## src/rtl/udp_header_parser.sv

```systemverilog
// UDP header parser: captures the 8-byte header of each byte-serial packet and
// gates the following payload bytes to the forwarder, or drops them on a port mismatch.
module udp_header_parser (
    input  logic        clk,
    input  logic        rst_n,
    input  logic [7:0]  data_in,
    input  logic        data_valid_in,
    input  logic        sof_in,
    output logic        ready_out,
    input  logic [15:0] cfg_dst_port,
    input  logic        cfg_filter_en,
    input  logic        ready_in,
    output logic [7:0]  data_out,
    output logic        data_valid_out,
    output logic        header_done,
    output logic        fwd_enable,
    output logic        drop_enable,
    output logic [15:0] src_port,
    output logic [15:0] dst_port,
    output logic [15:0] udp_length,
    output logic [15:0] udp_checksum,
    output logic        pkt_done,
    output logic        hdr_error
);

    typedef enum logic [1:0] {
        IDLE    = 2'd0,
        HEADER  = 2'd1,
        PAYLOAD = 2'd2,
        DROP    = 2'd3
    } state_t;

    state_t      state;
    logic [2:0]  hdr_cnt;
    logic [15:0] remaining;
    logic        accept;

    // Only PAYLOAD lets the forwarder throttle us; every other state always sinks bytes.
    always_comb begin
        ready_out = 1'b0;
        if (rst_n) begin
            ready_out = (state == PAYLOAD) ? ready_in : 1'b1;
        end
    end

    assign data_valid_out = (state == PAYLOAD) && data_valid_in;
    assign data_out       = (state == PAYLOAD) ? data_in : 8'h00;
    assign accept         = data_valid_in && ready_out;

    always_ff @(posedge clk or negedge rst_n) begin
        if (!rst_n) begin
            state        <= IDLE;
            hdr_cnt      <= 3'd0;
            remaining    <= 16'd0;
            header_done  <= 1'b0;
            pkt_done     <= 1'b0;
            hdr_error    <= 1'b0;
            fwd_enable   <= 1'b0;
            drop_enable  <= 1'b0;
            src_port     <= 16'd0;
            dst_port     <= 16'd0;
            udp_length   <= 16'd0;
            udp_checksum <= 16'd0;
        end else begin
            header_done <= 1'b0;
            pkt_done    <= 1'b0;
            hdr_error   <= 1'b0;
            if (accept) begin
                if (sof_in) begin
                    // A start-of-frame outside IDLE aborts the packet in flight.
                    hdr_error      <= (state != IDLE);
                    src_port[15:8] <= data_in;
                    hdr_cnt        <= 3'd1;
                    state          <= HEADER;
                    fwd_enable     <= 1'b0;
                    drop_enable    <= 1'b0;
                end else begin
                    case (state)
                        IDLE: begin
                        end
                        HEADER: begin
                            hdr_cnt <= hdr_cnt + 3'd1;
                            case (hdr_cnt)
                                3'd1: src_port[7:0]       <= data_in;
                                3'd2: dst_port[15:8]      <= data_in;
                                3'd3: dst_port[7:0]       <= data_in;
                                3'd4: udp_length[15:8]    <= data_in;
                                3'd5: udp_length[7:0]     <= data_in;
                                3'd6: udp_checksum[15:8]  <= data_in;
                                3'd7: begin
                                    udp_checksum[7:0] <= data_in;
                                    if (udp_length < 16'd8) begin
                                        hdr_error <= 1'b1;
                                        state     <= IDLE;
                                    end else if (udp_length == 16'd8) begin
                                        header_done <= 1'b1;
                                        pkt_done    <= 1'b1;
                                        state       <= IDLE;
                                    end else begin
                                        header_done <= 1'b1;
                                        remaining   <= udp_length - 16'd8;
                                        if (cfg_filter_en && (dst_port != cfg_dst_port)) begin
                                            state       <= DROP;
                                            drop_enable <= 1'b1;
                                        end else begin
                                            state      <= PAYLOAD;
                                            fwd_enable <= 1'b1;
                                        end
                                    end
                                end
                                default: begin
                                end
                            endcase
                        end
                        PAYLOAD, DROP: begin
                            remaining <= remaining - 16'd1;
                            if (remaining == 16'd1) begin
                                pkt_done    <= 1'b1;
                                state       <= IDLE;
                                fwd_enable  <= 1'b0;
                                drop_enable <= 1'b0;
                            end
                        end
                        default: state <= IDLE;
                    endcase
                end
            end
        end
    end

endmodule

```

## config.mk

```make
export PLATFORM = sky130hd
export DESIGN_NAME = udp_header_parser
export DESIGN_NICKNAME = d
export VERILOG_FILES = /design/src/rtl/udp_header_parser.sv
export SDC_FILE = /design/constraint.sdc
export NUM_CORES = 1
export LEC_CHECK = 0
export ABC_AREA = 1
export BUFFER_PORTS_ARGS = -buffer_cell sky130_fd_sc_hd__buf_2
export CAP_MARGIN = 10
export CELL_PAD_IN_SITES_DETAIL_PLACEMENT = 1
export CELL_PAD_IN_SITES_GLOBAL_PLACEMENT = 1
export CORE_MARGIN = 2
export CORE_UTILIZATION = 35
export CTS_CLUSTER_SIZE = 10
export DETAILED_ROUTE_END_ITERATION = 10
export PLACE_DENSITY_LB_ADDON = 0.1
export SYNTH_ARGS = -nofsm -noshare
export SYNTH_HDL_FRONTEND = slang
export SYNTH_SLANG_ARGS = --single-unit
```

## constraint.sdc

```tcl
create_clock -name clk -period 1.7 [get_ports clk]
set_input_delay 0.34 -clock clk [delete_from_list [all_inputs] [get_ports clk]]
set_output_delay 0.34 -clock clk [all_outputs]
set_load 0.01 [all_outputs]
```

After elaboration in Yosys (flattened, before gate mapping)
Index checks and enable logic that the tools add are counted.

word-level totals
  flip-flop bits (word level) = 90
  logic and storage cells = 110
  bits of input ports = 30
  output and inout port bits = 79

operators by class
  eq/ne operators = 22
  add/subtract/negate cells = 3
  order comparisons = 1
  reductions and logical operators = 21
  mux-type cells = 46
  bitwise operators = 1

operators with widths
  kind                                                                            number
  16-bit 2-to-1 mux                                                               3
  16-bit one-hot mux with 2 select lines                                          1
  4-bit AND reduction                                                             8
  1-bit 2-to-1 mux                                                                30
  3-bit inequality test (second input constant)                                   6
  16-bit by 1-bit equality test with 1-bit output (second input constant)         1
  16-bit by 4-bit equality test with 1-bit output (second input constant)         1
  16-bit by 4-bit less-than comparator with 1-bit output (second input constant)  1
  16-bit inequality test                                                          1
  16-bit by 1-bit subtractor with 16-bit output (second input constant)           1
  16-bit by 4-bit subtractor with 16-bit output (second input constant)           1
  7-bit AND reduction                                                             2
  3-bit equality test (second input constant)                                     4
  2-bit 2-to-1 mux                                                                5
  8-bit 2-to-1 mux                                                                1
  3-bit by 2-bit equality test with 1-bit output (second input constant)          2
  3-bit 2-to-1 mux                                                                2
  2-bit inequality test (second input constant)                                   3
  1-bit one-hot mux with 2 select lines                                           3
  6-bit AND reduction                                                             1
  2-bit nonzero test                                                              3
  2-bit equality test (second input constant)                                     2
  2-bit one-hot mux with 2 select lines                                           1
  2-bit AND reduction                                                             2
  7 further kinds                                                                 9

Depth between registers and ports, before layout
  depth in word-level cells = 8
  mapped depth = 12
  gate-level depth less buffers = 12

Least setup slack after synthesis
OpenSTA, ideal clock, no wires.

  path kind = reg-to-reg
  start = register udp_length[9]
  end = register remaining[7]
  data arrival time = 1.527 ns
  required time = 1.580 ns
  setup time = 0.120 ns
  period minus slack after synthesis = 1.648 ns
  stages on the path, launching flop included = 12
  path buffers = 1
  path slack = 0.052 ns
  cell sequence = dfrtp_1 nor2_1 nand3_1 nor2_1 nand2_1 nand2_1 nand2_1 nand2_2 inv_2 buf_6 o21ai_1 nand2_1

on the way
  longest elaborated chain between the ends = 3
  elaborated cells on any way between the ends = 5
  classes of those cells = order compare (1); eq/ne (3); reduce/logical (1)

ends and longest elaborated chain
  item                                                                                                                       line    text
  from (decl)                                                                                                                20      output logic [15:0] udp_length,
  from (signal assigned)                                                                                                     87      3'd4: udp_length[15:8] <= data_in;
  16-bit by 4-bit less-than comparator with 1-bit output or 16-bit by 4-bit equality test with 1-bit output (tied branches)  92, 95
  2-bit inequality test (no source line)                                                                                     -
  6-bit AND reduction (no source line) *                                                                                     -
  to (signal assigned)                                                                                                       101     remaining <= udp_length - 16'd8;
  to (signal assigned)                                                                                                       116     remaining <= remaining - 16'd1;
  to (decl)                                                                                                                  35      logic [15:0] remaining;

Every way passes the cells marked *; elsewhere a longest branch is shown, timed or not.
A chain may end at the register's enable or synchronous reset.

Final worst setup path
  start = register state[0]
  end = output port data_out[2]

on the way
  longest elaborated chain between the ends = 2

ends and longest elaborated chain
  item                    line  text
  from (decl)             33    state_t state;
  from (signal assigned)  52    state <= IDLE;
  from (signal assigned)  74    state <= HEADER;
  from (signal assigned)  94    state <= IDLE;
  2-bit equality test     47    assign data_out = (state == PAYLOAD) ? data_in : 8'h00;
  8-bit 2-to-1 mux        47
  to (decl)               13    output logic [7:0] data_out,

Every way passes these cells.

==> metrics.md <==
| Metric | Value |
|---|---|
| Status | `completed` |
| Final setup viols | `0` |
| Port Buffers | `108` |
| Pre-CTS setup slack | `-0.0416 ns` |
| Clk Latency, worst-skew pair | `0.35 ns` |
| CP Cell Sequence | `nor2_4, clkinv_4, nor2_1, buf_2` |
| Post-DRT Antenna Nets | `0` |
| Average wire per standard cell | `15.6 um` |
| # diodes | `0` |
| Syn Nets | `672` |
| Total Routed Length | `15400 um` |
| Global-route total usage across every layer | `21.8%` |
| Die area | `14400 sq um` |
| Fin cells | `986` |
| Worst Setup SP | `state[0]` |
| Critical Path RT | `1.36 ns` |
| Hold_ws | `0.100 ns` |
| # IOs | `109` |
| Max Root-Sink Buffers | `2` |
| Largest net degree at the start of global routing | `91` |
| H-tree depth | `3` |
| Die X | `120 um` |
| GP Congestion | `0.867` |
| Final period util | `99.5%` |
| Nets | `844` |
| HPWL after detailed placement | `11500 um` |
| Layout cell share with drive strength beyond 1 | `30.0%` |
| Worst setup path class | `reg -> out` |
| Static leakage | `3.36 nW` |
| Syn avg cell area | `7.41 sq um` |
| # hold bufs at CTS | `0` |
| P per Cell Area | `1410 nW/um^2` |
| Async set or reset register ratio after synthesis | `100%` |
| Sequential area share after synthesis | `48.0%` |
| Post-synth top flop | `dfrtp_1` |
| CTS root buffer | `clkbuf_16` |
| Total power | `9.14 mW` |
| Vias per cell | `4.75` |
| First-pass GRT wire length | `24300 um` |
| Largest cells by area after synthesis | `dfrtp_1, nand2_1, nor2_1` |
| Family with the most delay on the worst path | `flip-flops` |
| Post-Route Skew | `0.00649 ns` |
| Final setup margin | `0.00778 ns` |
| Area occupied by multi-input gates | `2240 sq um` |
| Highest clock rate | `591 MHz` |
| Crit Path Max Fanout | `9` |
| CP Launch Type | `register` |
| Slew Limit Fails | `0` |
| Initial Util | `35.6%` |
| GR Util met1 | `27.8%` |
| Post-synth top area share | `48.0%` |
| Critical path data arrival time | `1.35 ns` |
| Remaining Overflow, GRT | `0` |
| Hold WC Path Type | `in -> async` |
| Core Region | `13200 sq um` |
| Least-Margin Pin Slew | `0.498 ns` |
| Warnings, synthesis | `0` |
| CTS buffer count | `9` |
| Met3 Resource Use GR | `3.75%` |
| Setup TNS | `0 ns` |
| EDFF count, synth | `0` |
| Initial antenna violation count | `0` |
| Placed cells | `956` |
| Clock Sinks | `90` |
| Pre-Repair DR Iteration Count | `4` |
| Slowest cell on crit path | `dfrtp_2` |
| Residual DRC | `0` |
| FP Rows | `42` |
| TritonCTS clock tree | `done` |
| DR iter-0 viols | `177` |
| Area of the mapped netlist | `4690 sq um` |
| Reg area | `2250 sq um` |
| Via count | `4681` |
| Count of cell types in the netlist | `30` |
| Unrepaired setup endpoints after global routing | `true` |
| Buf/Inv on CP | `2` |
| M2 GR Usage | `37.9%` |
| Final hold vios | `0` |
| Synthesis-to-finish area growth | `37.8%` |
| CP endpoint kind | `output pin` |
| Slowest stage delay, CP | `0.44 ns` |
| Fillers | `1678` |
| Yosys reg bits | `90` |
| Synth Instances | `633` |
| Gr busiest metal | `met2` |
| Reg-to-Reg Start | `udp_length[8]` |
| Yosys top cell by area | `dfrtp_1` |
| Max Cap Violations | `0` |
| Min Tclk post-route | `1.69 ns` |
| Worst-path clk slew | `0.07 ns` |
| DIE HEIGHT | `120 um` |
| Slew headroom | `66.8%` |
| Worst VDD drop | `610 uV` |
| Vias in the first global route | `4826` |
[cell families (layout without fill, tap and decap cells)]
kind of cell / count (synthesis) / after routing / share of synthesized area (%)
xor+xnor: 11 / 11 / 2.05
flops: 90 / 90 / 48.0
fa+ha+maj: 9 / 9 / 2.40
buf+inv: 88 / 265 / 7.38
compound gates: 105 / 105 / 11.4
simple gates: 330 / 330 / 28.7
[stage by stage]
step	instance area (sq um)	util (%)
2_1_floorplan	4690	-
3_3_place_gp	5870	44.5
3_5_place_dp	5870	44.5
4_1_cts	6200	47.0
5_1_grt	6470	49.0
6_report	6470	49.0
[synth_stat cells (2+ instances only)]
library cell  instances
nand2_2               2
xnor2_1               4
nor2_1               90
a21oi_1              28
o21ai_1               9
buf_2                 7
o21ai_0              63
xor2_1                7
clkbuf_1              5
inv_2                 2
nand4_1               6
inv_1                72
ha_1                  9
dfrtp_1              90
o22ai_1               2
nand2_1             197
nor2_2                4
nor2_4                2
nand3_1              23
[registers in the layout, indices dropped and copies added, names as in the netlist]
| name | count |
|---|---|
| hdr_cnt | 3 |
| header_done | 1 |
| udp_checksum | 16 |
| fwd_enable | 1 |
| udp_length | 16 |
| pkt_done | 1 |
| dst_port | 16 |
| remaining | 16 |
| hdr_error | 1 |
| src_port | 16 |
| drop_enable | 1 |
| state | 2 |
[layer usage]
| layer | wire length (um) | part of all wire (%) | vias up |
|---|---|---|---|
| met2 | 7620 | 49 | 74 |
| met4 | 207 | 1.3 | 0 |
| met3 | 547 | 3.6 | 16 |
| met1 | 7020 | 46 | 2265 |
| met5 | 0 | 0 | - |
| li1 | - | - | 2326 |
[power by group]
part	internal (mW)	switching (mW)	leakage, nW
registers	2.83	0.579	1.09
clock network	1.15	0.902	0.150
logic	1.55	2.13	2.12
[worst register-to-register path: cells and delay by family, from the launching register on]
family / cells / cell delay (ns)
AND/OR/NAND/NOR: 7 / 0.63
flip-flops: 1 / 0.40
buffers and inverters: 2 / 0.29
AO/OA/AOI/OAI: 1 / 0.20
[area by class of cell]
cell class	instances	area share, %
Clock inverter	7	1.16
Multi-Input combinational cell	455	34.6
Clock buffer	9	3.48
Inverter	75	4.55
Tap cell	176	3.40
Timing Repair Buffer	174	18.0
Sequential cell	90	34.8
[path summary, 6_finish.rpt]
| check | slack, ns | depth (start not counted) | end |
|---|---|---|---|
| worst min register to register | 0.49 | 2 | drop_enable |
| worst max-delay path | 0.008 | 4 | data_out[2] |
| worst max register to register | 0.09 | 10 | drop_enable |
| max in group asynchronous | 1.19 | 2 | state[0] |
| worst min-delay path | 0.10 | 2 | remaining[15] |
| min in group clk | 0.27 | 3 | dst_port[14] |
[repair_timing]
action | CTS | global route
cloned | 0 | 1
pin swaps | 0 | 10
resized for setup | 8 | 53
buffers inserted | 1 | 12
endpoints found under the setup margin | 16 | 56
[placed cells by master (no fill, tap or decap), types with 18 or more instances in the layout]
cell     count
dfrtp_1     89
nand3_1     22
buf_2      106
o21ai_0     59
inv_1       69
nor2_2      18
buf_4       58
nor2_1      71
a21oi_1     27
nand2_1    189
No activity file was read; power rests on OpenSTA's default activity.
